File: config.mk
export PLATFORM = sky130hd
export DESIGN_NAME = fifo_rd_stream
export DESIGN_NICKNAME = d
export VERILOG_FILES = /design/src/rtl/fifo_rd_stream.sv
export SDC_FILE = /design/constraint.sdc
export NUM_CORES = 1
export LEC_CHECK = 0
export ABC_AREA = 0
export BUFFER_PORTS_ARGS = -buffer_cell sky130_fd_sc_hd__buf_4
export CORE_MARGIN = 2
export CORE_UTILIZATION = 46
export DETAILED_ROUTE_END_ITERATION = 16
export PLACE_DENSITY = 0.79
export REMOVE_ABC_BUFFERS = 1
export SYNTH_ARGS = -nofsm -noshare
export SYNTH_HDL_FRONTEND = slang
export SYNTH_SLANG_ARGS = --single-unit
File: constraint.sdc
create_clock -name r_clk -period 2.3 [get_ports r_clk]
set_input_delay 0.46 -clock r_clk [delete_from_list [all_inputs] [get_ports r_clk]]
set_output_delay 0.46 -clock r_clk [all_outputs]
set_load 0.02 [all_outputs]
File: src/rtl/fifo_rd_stream.sv
// Read-domain FIFO consumer: r_en -> m_valid in 2 cycles, one word per cycle when m_ready is high.
// Backpressure: buffered+in-flight words never exceed 2, and r_en stalls until a pop. FIFO_RD_CNT_EN adds rd_cnt.
module fifo_rd_stream #(
  parameter int DATA_WIDTH = 8,
  parameter int CNT_WIDTH  = 16
) (
  input  logic                  r_clk,
  input  logic                  r_rstn,
  input  logic                  r_empty,
  output logic                  r_en,
  input  logic [DATA_WIDTH-1:0] r_data,
  output logic                  m_valid,
  input  logic                  m_ready,
  output logic [DATA_WIDTH-1:0] m_data,
  output logic [1:0]            rd_level
`ifdef FIFO_RD_CNT_EN
  ,
  output logic [CNT_WIDTH-1:0]  rd_cnt
`endif
);

  logic                  inflight;
  logic [1:0]            count;
  logic                  head;
  logic                  tail;
  logic [DATA_WIDTH-1:0] buf_q [2];
  logic                  pop;
  logic [2:0]            occ_next;

  assign m_valid  = (count != 2'd0);
  assign pop      = m_valid & m_ready;
  assign m_data   = buf_q[head];
  assign rd_level = count;

  // Occupancy after this edge if no new read were issued; a read is only launched when its word has a slot.
  assign occ_next = {1'b0, count} + {2'b00, inflight} - {2'b00, pop};
  assign r_en     = r_rstn & ~r_empty & (occ_next < 3'd2);

  always_ff @(posedge r_clk or negedge r_rstn) begin
    if (!r_rstn) begin
      inflight <= 1'b0;
      count    <= 2'd0;
      head     <= 1'b0;
      tail     <= 1'b0;
      buf_q[0] <= '0;
      buf_q[1] <= '0;
    end else begin
      inflight <= r_en;
      count    <= count + {1'b0, inflight} - {1'b0, pop};
      if (inflight) begin
        buf_q[tail] <= r_data;
        tail        <= ~tail;
      end
      if (pop) begin
        head <= ~head;
      end
    end
  end

`ifdef FIFO_RD_CNT_EN
  always_ff @(posedge r_clk or negedge r_rstn) begin
    if (!r_rstn) begin
      rd_cnt <= '0;
    end else if (pop) begin
      rd_cnt <= rd_cnt + CNT_WIDTH'(1);
    end
  end
`else
  if (CNT_WIDTH < 1) begin : g_cnt_width_chk
    $error("CNT_WIDTH must be at least 1");
  end
`endif

endmodule

==> impl_results.rst, run 1 <==
.. list-table::
   :header-rows: 1

   * - Metric
     - Value
   * - Result of the run
     - finished, violations left
   * - Min-Delay Path Class
     - in -> async
   * - Diode count
     - 0
   * - Number of hold-slack violations in the final timing report
     - 0
   * - Site row count
     - 16
   * - Highest-delay cell along the critical path
     - dfrtp_1
   * - Cts bufs inserted
     - 3
   * - Total of flip-flops plus latches after synthesis
     - 21
   * - Power per cell area
     - 1520 mW/mm^2
   * - Number of buffers added on ports
     - 23
   * - Worst slew pin tran
     - 403 ps
   * - Met3 Track Usage GR
     - 0.0212
   * - Number of filler cells placed in the layout
     - 157
   * - Met2 usage in global routing
     - 0.240
   * - Setup violations, final
     - 1
   * - Post-layout min period
     - 2830 ps
   * - Fraction of final layout cells with drive strength greater than 1
     - 0.695
   * - Final clock skew
     - 11.4 ps
   * - Clock root buffer
     - clkbuf_4
   * - Register-to-register path setup slack
     - 200 ps
   * - Type of the worst setup path
     - reg -> out
   * - Violations in the final reports
     - negative setup slack
   * - Clock tree from TritonCTS
     - yes
   * - GPL Wtd Cong
     - 0.647
   * - Mapped cell area
     - 971 sq um
   * - Via count of the routed design
     - 582
   * - Area after detailed placement
     - 0.00120 sq mm
   * - Initial antenna violation count
     - 0
   * - Final Worst Setup Slack
     - -535 ps
   * - Share of the clock period used by the worst path
     - 1.23
   * - Hpwl dp
     - 1210 um
   * - Leakage
     - 0.000608 uW
   * - Max Buffers Root-to-Sink
     - 2
   * - Dominant cell by count in the synthesized netlist
     - dfrtp_1
   * - Total clock sinks
     - 21
   * - Most used flip-flop cell after synthesis
     - dfrtp_1
   * - Total number of yosys warnings
     - 0
   * - Sequential-to-total area share from yosys stat
     - 0.541
   * - First-pass GRT wire length
     - 2860 um
   * - Finished Core Util
     - 0.640
   * - Largest cells by area after synthesis
     - dfrtp_1 (54%), mux2_2 (19%), mux2_4 (12%)
   * - Kind of start point of the critical path
     - register
   * - Fraction of post-synthesis cell area in the top cell type by area
     - 0.541
   * - CTS Hold Buffers Added
     - 0
   * - Number of global-route vias before repair
     - 605
   * - Delay of the slowest cell on the worst path
     - 400 ps
   * - Area used by sequential logic in the layout
     - 526 sq um
   * - Post-Place Worst Slack
     - -404 ps
   * - Largest net degree at the start of global routing
     - 22
   * - Average cell area after synthesis
     - 15.7 sq um
   * - WL/cell
     - 13.5 um
   * - Worst r2r src
     - rd_level[0]$_DFF_PN0_
   * - Final standard cell area without fillers
     - 0.00127 sq mm
   * - Maximum vdd drop
     - 0.914 mV
   * - Slew Limit Fails
     - 0
   * - Io pins
     - 24
   * - Setup tns final
     - -535 ps
   * - Number of violations reported at the end of detailed-routing iteration 0
     - 1
   * - Top delay family on crit path
     - adder cells
   * - Setup repair after global routing missed its margin
     - true
   * - GRT Util Overall
     - 0.154
   * - Number of cell instances on the worst register-to-register path
     - 8
   * - 1st-pass router iterations
     - 2
   * - Initial Util
     - 0.490
   * - Core area
     - 0.00198 sq mm
   * - Count of antenna-violating nets left after detailed routing
     - 0
   * - Relative area change from synthesis to final layout
     - 30.5%
   * - Drc violations
     - 0
   * - Final net count
     - 111
   * - Arrival time worst endpoint
     - 2370 ps
   * - Maximum fanout along the worst path
     - 2
   * - Buffers and inverters on the worst path
     - 2
   * - Busiest layer in global routing
     - met2
   * - End of the worst register-to-register path
     - inflight$_DFF_PN0_
   * - Sequence of cells on the critical path
     - o21a_1 -> ha_1 -> inv_1 -> ha_2 -> fa_2 -> xnor2_2 -> nor4b_2 -> buf_4
   * - Req. time, crit path
     - 1840 ps
   * - Max-cap violations
     - 0
   * - CTS clk-pin slew, worst paths
     - 120 ps
   * - Cell type contributing the most total cell area after synthesis
     - dfrtp_1
   * - Share of synthesized flip-flops with an asynchronous set or reset
     - 1.00
   * - Die Height
     - 49.9 um
   * - Skew-Pair Late Insertion Delay
     - 290 ps
   * - Per-cell via count in the routed design
     - 4.77
   * - Count of mapped cells out of synthesis
     - 62
   * - M1 GR Usage
     - 0.212
   * - Aggregate global routing overflow
     - 0
   * - Die extent in x
     - 49.9 um
   * - Area used by multi-input combinational logic
     - 433 sq um
   * - Type of element capturing the critical path
     - output port
   * - Total Wirelength
     - 1650 um
   * - Maximum level of the CTS H-tree
     - 1
   * - Commonest cells in the netlist
     - dfrtp_1 (21), mux2_2 (16), mux2_4 (8), inv_1 (4)
   * - Max_slew headroom
     - 0.732
   * - Total Die Area
     - 0.00249 sq mm
   * - Highest achievable clock rate
     - 0.353 GHz
   * - Post-synth EDFFs
     - 0
   * - Number of different library cells in the post-synthesis netlist
     - 15
## sequential cells by signal, indices dropped and copies added, names as in the netlist
signal / cells
rd_level: 2
buf_q: 16
inflight: 1
tail: 1
head: 1
## worst register-to-register path, stage by stage (launching register included)
cell and delay, ps:
dfrtp_1 400, o21a_1 200, ha_1 280, inv_1 40, ha_2 160, fa_2 350
xnor2_2 140, nor4b_2 320, buf_4 160
## kinds of logic (layout without fill, tap and decap cells)
| group | count (synthesis) | after routing | synth area share |
|---|---|---|---|
| flops | 21 | 21 | 0.541 |
| mux | 24 | 24 | 0.309 |
| buf+inv | 6 | 39 | 0.0322 |
| simple gates | 4 | 4 | 0.0361 |
| compound gates | 1 | 1 | 0.00773 |
| xor+xnor | 3 | 3 | 0.0271 |
| fa+ha+maj | 3 | 3 | 0.0464 |
## cells in the final DEF (no fill, tap or decap)
cell,instances
buf_4,31
dfrtp_1,21
mux2_2,16
mux2_4,8
inv_1,4
clkbuf_4,3
xor2_1,2
or2_2,1
xnor2_2,1
nor4b_2,1
nand2_2,1
nor2b_4,1
o21a_1,1
fa_2,1
ha_1,1
ha_2,1
clkinv_2,1
## worst max path at each step
stage,start,endpoint,slack [ps],depth (start not counted)
2_1_floorplan,rd_level[1]$_DFF_PN0_,r_en,-640,7
3_3_place_gp,m_ready,r_en,-320,8
3_5_place_dp,m_ready,r_en,-400,8
4_1_cts,rd_level[1]$_DFF_PN0_,r_en,-540,7
5_1_grt,rd_level[0]$_DFF_PN0_,r_en,-650,8
6_report,rd_level[0]$_DFF_PN0_,r_en,-530,8
## metal layers
metal  wire, um  part of all wire
met2        788              0.48
met5          0                 0
met1        754              0.46
met4         19             0.011
met3         90             0.054
## area by class of cell
| cell class | instances | area share |
|---|---|---|
| Clock inverter | 1 | 0.00395 |
| Inverter | 4 | 0.0118 |
| Clock buffer | 3 | 0.0178 |
| Multi-Input combinational cell | 35 | 0.342 |
| Timing Repair Buffer | 31 | 0.184 |
| Tap cell | 27 | 0.0267 |
| Sequential cell | 21 | 0.415 |
## per-stage QoR
stage | hold slack [ps] | power [uW] | cells
detailed placement | 457 | 1710 | 115
global placement | 460 | 1670 | 115
floorplan | 164 | 1340 | 60
global route | 133 | 2080 | 122
finish | 127 | 1930 | 122
CTS | 127 | 1900 | 119
## power by group
part           internal [uW]  switching, uW
logic                    628            456
clock network           64.5            102
registers                556            125
## what timing repair did
action / in CTS / in global routing
gates resized for setup: 2 / 2
cloned: 0 / 0
buffers inserted: 0 / 3
pin swaps: 0 / 2
endpoints found under the hold margin: 0 / 0
endpoints found under the setup margin: 1 / 1
No activity file was read; power rests on OpenSTA's default activity.
==> inputs of run 2 (changes only) <==
- ABC_AREA: 0 -> 1
==> run 2 against run 1 <==
Clock skew decreased by 10 ps. Register-to-register slack about the same. Flip-flop and latch count unchanged. Largest cell class unchanged. Clock-buffer cell count increased by 1. Non-clock buffer count decreased by 1. The flow still finishes with violations (negative setup slack). Synthesized area increased by 5.0%. Critical path depth increased by 2. Critical path type unchanged. Synthesized cell count increased by 81%.
==> impl_results.rst, run 2 <==
.. list-table::
   :header-rows: 1

   * - Metric
     - Value
   * - Worst slew pin tran
     - 409 ps
   * - Io pins
     - 24
   * - Post-synth EDFFs
     - 0
   * - Cell type contributing the most total cell area after synthesis
     - dfrtp_1
   * - Dominant cell by count in the synthesized netlist
     - nand2_1
   * - Initial antenna violation count
     - 0
   * - Highest achievable clock rate
     - 0.366 GHz
   * - Cts bufs inserted
     - 3
   * - Maximum level of the CTS H-tree
     - 1
   * - Die Height
     - 51.1 um
   * - Max Buffers Root-to-Sink
     - 2
   * - Fraction of final layout cells with drive strength greater than 1
     - 0.399
   * - Core area
     - 0.00215 sq mm
   * - Arrival time worst endpoint
     - 2270 ps
   * - Type of element capturing the critical path
     - output port
   * - Diode count
     - 0
   * - Number of violations reported at the end of detailed-routing iteration 0
     - 22
   * - CTS clk-pin slew, worst paths
     - 110 ps
   * - Power consumption
     - 1960 uW
   * - Commonest cells after routing, fill and taps aside
     - nand2_1 (44), buf_4 (29), dfrtp_1 (21)
   * - Largest cells by area after synthesis
     - dfrtp_1 (52%), nand2_1 (16%), o21ai_2 (14%)
   * - Power per cell area
     - 1520 mW/mm^2
   * - Count of mapped cells out of synthesis
     - 112
   * - Number of buffers added on ports
     - 23
   * - Commonest cells in the netlist
     - nand2_1 (44), dfrtp_1 (21), o21ai_2 (16), inv_1 (15), nand2_2 (3)
   * - Kind of start point of the critical path
     - register
   * - Mapped cell area
     - 0.00102 sq mm
   * - 1st-pass router iterations
     - 7
   * - Setup violations, final
     - 1
   * - Site row count
     - 17
   * - Clock root buffer
     - clkbuf_4
   * - Maximum vdd drop
     - 0.843 mV
   * - Initial Util
     - 0.475
   * - Relative area change from synthesis to final layout
     - 26.3%
   * - Number of different library cells in the post-synthesis netlist
     - 16
   * - Total Die Area
     - 0.00261 sq mm
   * - Total of flip-flops plus latches after synthesis
     - 21
   * - Maximum fanout along the worst path
     - 2
   * - Post-Place Worst Slack
     - -301 ps
   * - Clock tree from TritonCTS
     - yes
   * - Routed wire length on met2
     - 948 um
   * - Max_slew headroom
     - 0.727
   * - Share of the clock period used by the worst path
     - 1.19
   * - Type of the worst setup path
     - reg -> out
   * - Final standard cell count with taps included and fillers excluded
     - 171
   * - Total clock sinks
     - 21
   * - Final Worst Setup Slack
     - -432 ps
   * - Largest net degree at the start of global routing
     - 23
   * - First-pass GRT wire length
     - 3150 um
   * - Post-layout min period
     - 2730 ps
   * - Leakage
     - 0.000706 uW
   * - Total number of yosys warnings
     - 0
   * - DR top layer
     - met4
   * - Register with the most flip-flops
     - buf_q
   * - GPL Wtd Cong
     - 0.768
   * - Worst hold slack
     - 20.2 ps
   * - Sequential-to-total area share from yosys stat
     - 0.515
   * - Number of hold-slack violations in the final timing report
     - 0
   * - GRT Util Overall
     - 0.162
   * - Share of synthesized flip-flops with an asynchronous set or reset
     - 1.00
   * - Number of global-route vias before repair
     - 748
   * - Hpwl dp
     - 1300 um
   * - Aggregate global routing overflow
     - 0
   * - Cell total after placement
     - 166
   * - Result of the run
     - finished, violations left
   * - WL/cell
     - 10.8 um
   * - Final net count
     - 159
   * - Fraction of post-synthesis cell area in the top cell type by area
     - 0.515
   * - Per-cell via count in the routed design
     - 4.57
   * - Slew Limit Fails
     - 0
   * - Total Wirelength
     - 1850 um
   * - Max reg flops
     - 16
   * - Most common library cell in the layout ignoring fill and taps
     - nand2_1
   * - Violations in the final reports
     - negative setup slack
   * - Drc violations
     - 0
   * - Final clock skew
     - 1.31 ps
   * - Req. time, crit path
     - 1840 ps
   * - Routed wl met3
     - 58 um
   * - Average cell area after synthesis
     - 9.10 sq um
   * - Via count of the routed design
     - 781
   * - Max-cap violations
     - 0
   * - Most used flip-flop cell after synthesis
     - dfrtp_1
   * - Min-Delay Path Class
     - in -> async
   * - M1 wire length
     - 803 um
   * - Skew-Pair Late Insertion Delay
     - 300 ps
   * - Count of antenna-violating nets left after detailed routing
     - 0
   * - Setup repair after global routing missed its margin
     - true
   * - Die extent in x
     - 51.1 um
==> run 2: logic make-up after synthesis <==
group | after synthesis | synth area share
fa+ha+maj | 3 | 0.0442
simple gates | 50 | 0.196
compound gates | 17 | 0.142
flops | 21 | 0.515
xor+xnor | 1 | 0.00859
buf+inv | 20 | 0.0932
==> run 2: routing by layer <==
layer | GRT usage | up-vias
met4 | 0.0811 | 0
met5 | 0 | -
met2 | 0.275 | 16
met3 | 0.00877 | 4
li1 | - | 399
met1 | 0.212 | 362
==> run 2: cell type report <==
class                      instances  area (sq um)
timing repair buffer              30           229
tap                               28          35.0
clock buffer                       4          26.3
fill                             191           861
inverter                          17          63.8
sequential                        21           526
multi-input combinational         71           408
==> run 2: through the flow <==
stage	TNS [ps]	util	instance area, sq um
floorplan	-221	-	988
detailed placement	-301	0.578	1240
CTS	-447	0.596	1280
finish	-432	0.599	1290
global route	-631	0.599	1290
global placement	-220	0.578	1240
==> run 2: path summary, 6_finish.rpt <==
check / from / end / slack (ps) / cells past startpoint
max: rd_level[0]$_DFF_PN0_ / r_en / -430 / 10
min: r_rstn / rd_level[0]$_DFF_PN0_ / 20 / 1
max reg2reg: rd_level[0]$_DFF_PN0_ / inflight$_DFF_PN0_ / 190 / 11
min reg2reg: buf_q[2]$_DFFE_PN0P_ / buf_q[2]$_DFFE_PN0P_ / 490 / 2
max in group asynchronous: r_rstn / buf_q[10]$_DFFE_PN0P_ / 2070 / 1
min in group r_clk: r_data[4] / buf_q[4]$_DFFE_PN0P_ / 430 / 3
==> run 2: critical path, cell delays in order (launching register included) <==
cell      delay (ps)
dfrtp_1          410
o21ai_2          150
inv_1             60
ha_1             270
inv_1             40
ha_2             160
fa_1             440
inv_1             70
nand3b_1          90
nor2_2           140
buf_6            130
==> run 2: power breakdown <==
group | switching [uW] | total, uW | internal (uW)
clock | 108 | 176 | 67.5
sequential | 130 | 689 | 559
combinational | 609 | 1100 | 488
total | 847 | 1960 | 1110
==> run 2: timing repair <==
action	4_1_cts	5_1_grt
resized for setup	2	2
buffers inserted	1	0
pin swaps	2	0
hold buffers	0	0
endpoints found under the setup margin	1	1
==> inputs of run 3 (changes only) <==
- CORE_MARGIN: 2 -> 10
- CORE_UTILIZATION: 46 -> 49
- CTS_BUF_LIST: unset -> sky130_fd_sc_hd__clkbuf_8
- PLACE_DENSITY: 0.79 -> 0.8
- clock period: 2.3 -> 2.8 ns (I/O delays scaled with it)
==> run 3 against run 2 <==
Clock skew down 0.56 ps. Highest routed layer unchanged. Final area fell by 0.39%. Via count up 0.26%. Clock-buffer cell count shrank 1. Total power fell by 16%. The flow now finishes without violations. Hold slack better by 160 ps.
==> impl_results.rst, run 3 (synthesis gave the netlist of run 2 again) <==
.. list-table::
   :header-rows: 1

   * - Metric
     - Value
   * - Result of the run
     - complete, no violations
   * - Aggregate global routing overflow
     - 0
   * - Number of buffers added on ports
     - 23
   * - Most common library cell in the layout ignoring fill and taps
     - nand2_1
   * - Clock root buffer
     - clkbuf_8
   * - Arrival time worst endpoint
     - 2220 ps
   * - Initial Util
     - 0.520
   * - Number of cell instances on the worst register-to-register path
     - 9
   * - Type of the worst setup path
     - reg -> out
   * - Max reg flops
     - 16
   * - Final standard cell count with taps included and fillers excluded
     - 167
   * - Kind of start point of the critical path
     - register
   * - WL/cell
     - 12.3 um
   * - Maximum level of the CTS H-tree
     - 1
   * - Fraction of final layout cells with drive strength greater than 1
     - 0.386
   * - Core area
     - 0.00196 sq mm
   * - Final clock skew
     - 0.747 ps
   * - Power consumption
     - 1660 uW
   * - Die Height
     - 65.6 um
   * - Site row count
     - 16
   * - Min-Delay Path Class
     - in -> async
   * - End of the worst register-to-register path
     - inflight$_DFF_PN0_
   * - Initial antenna violation count
     - 0
   * - Io pins
     - 24
   * - Type of element capturing the critical path
     - output port
   * - Commonest cells after routing, fill and taps aside
     - nand2_1 (44), buf_4 (26), dfrtp_1 (21)
   * - Die extent in x
     - 65.6 um
   * - Per-cell via count in the routed design
     - 4.69
   * - Max Buffers Root-to-Sink
     - 2
   * - Via count of the routed design
     - 783
   * - Setup repair after global routing missed its margin
     - true
   * - DR top layer
     - met4
   * - Req. time, crit path
     - 2240 ps
   * - Share of the clock period used by the worst path
     - 0.994
   * - Skew-Pair Late Insertion Delay
     - 250 ps
   * - Leakage
     - 0.000702 uW
   * - Max_slew headroom
     - 0.726
   * - Max-cap violations
     - 0
   * - Finished Core Util
     - 0.654
   * - First-pass GRT wire length
     - 3350 um
   * - CTS clk-pin slew, worst paths
     - 70 ps
   * - CTS Hold Buffers Added
     - 0
   * - Number of violations reported at the end of detailed-routing iteration 0
     - 36
   * - Number of hold-slack violations in the final timing report
     - 0
   * - Total clock sinks
     - 21
   * - Final Worst Setup Slack
     - 15.5 ps
   * - Diode count
     - 0
   * - Slew Limit Fails
     - 0
   * - Drc violations
     - 0
   * - Power per cell area
     - 1290 mW/mm^2
   * - Routed wire length on met2
     - 1110 um
   * - Maximum vdd drop
     - 0.714 mV
   * - Post-layout min period
     - 2780 ps
   * - Total Die Area
     - 0.00431 sq mm
   * - Setup violations, final
     - 0
   * - Cell total after placement
     - 159
   * - GRT Util Overall
     - 0.0967
   * - Routed wl met3
     - 108 um
   * - M1 wire length
     - 804 um
   * - Relative area change from synthesis to final layout
     - 25.8%
   * - Worst r2r src
     - rd_level[1]$_DFF_PN0_
   * - Count of antenna-violating nets left after detailed routing
     - 0
   * - Final net count
     - 156
   * - Highest achievable clock rate
     - 0.359 GHz
   * - Register with the most flip-flops
     - buf_q
   * - Largest net degree at the start of global routing
     - 23
   * - Number of global-route vias before repair
     - 775
   * - Post-Place Worst Slack
     - 18.6 ps
   * - Total Wirelength
     - 2050 um
   * - Maximum fanout along the worst path
     - 2
   * - 1st-pass router iterations
     - 5
   * - GPL Wtd Cong
     - 0.704
   * - Clock tree from TritonCTS
     - yes
   * - Hpwl dp
     - 1450 um
   * - Setup tns final
     - 0 ps
   * - Cts bufs inserted
     - 3
   * - Worst slew pin tran
     - 410 ps
   * - Register-to-register path setup slack
     - 880 ps
## run 3: what timing repair did
item	in CTS	in global routing
buffers inserted	3	1
pin swaps	2	1
gates resized for setup	1	3
endpoints found under the setup margin	1	1
## run 3: how the worst max path moves through the flow
stage | start | slack [ps] | endpoint | depth (start not counted)
6_report | rd_level[1]$_DFF_PN0_ | 20 | r_en | 10
5_1_grt | rd_level[1]$_DFF_PN0_ | -70 | r_en | 10
4_1_cts | rd_level[0]$_DFF_PN0_ | 8 | r_en | 10
3_5_place_dp | m_ready | 20 | r_en | 11
3_3_place_gp | m_ready | 80 | r_en | 11
2_1_floorplan | rd_level[1]$_DFF_PN0_ | 180 | r_en | 9
## run 3: metrics by stage
| stage | hold slack, ps | instance area (sq um) |
|---|---|---|
| finish | 177 | 1280 |
| global route | 193 | 1280 |
| CTS | 184 | 1270 |
| detailed placement | 458 | 1190 |
| global placement | 458 | 1190 |
| floorplan | 264 | 988 |
## run 3: final cells by class
type | count | area, sq um
sequential | 21 | 526
inverter | 17 | 63.8
clock buffer | 3 | 41.3
timing repair buffer | 27 | 206
tap | 27 | 33.8
multi-input combinational | 71 | 408
fill | 163 | 679
clock inverter | 1 | 3.75
## run 3: per-layer routing
metal  vias to the layer above  track usage
li1                        397            -
met1                       367        0.109
met5                         -            0
met2                        17        0.165
met3                         2       0.0237
met4                         0       0.0481
## run 3: report_power, final
part           internal, uW  switching [uW]  leakage (uW)  total (uW)
registers               460             111      0.000251         571
logic                   392             507      0.000423         899
clock network          97.3            88.1     0.0000269         185
## run 3: worst max-delay path, stage by stage (launching register included)
cell and delay, ps:
dfrtp_1 400, o21ai_2 170, inv_1 70, ha_1 270, inv_1 40, ha_2 160
fa_1 450, inv_1 70, nand3b_1 90, nor2_2 120, buf_6 130
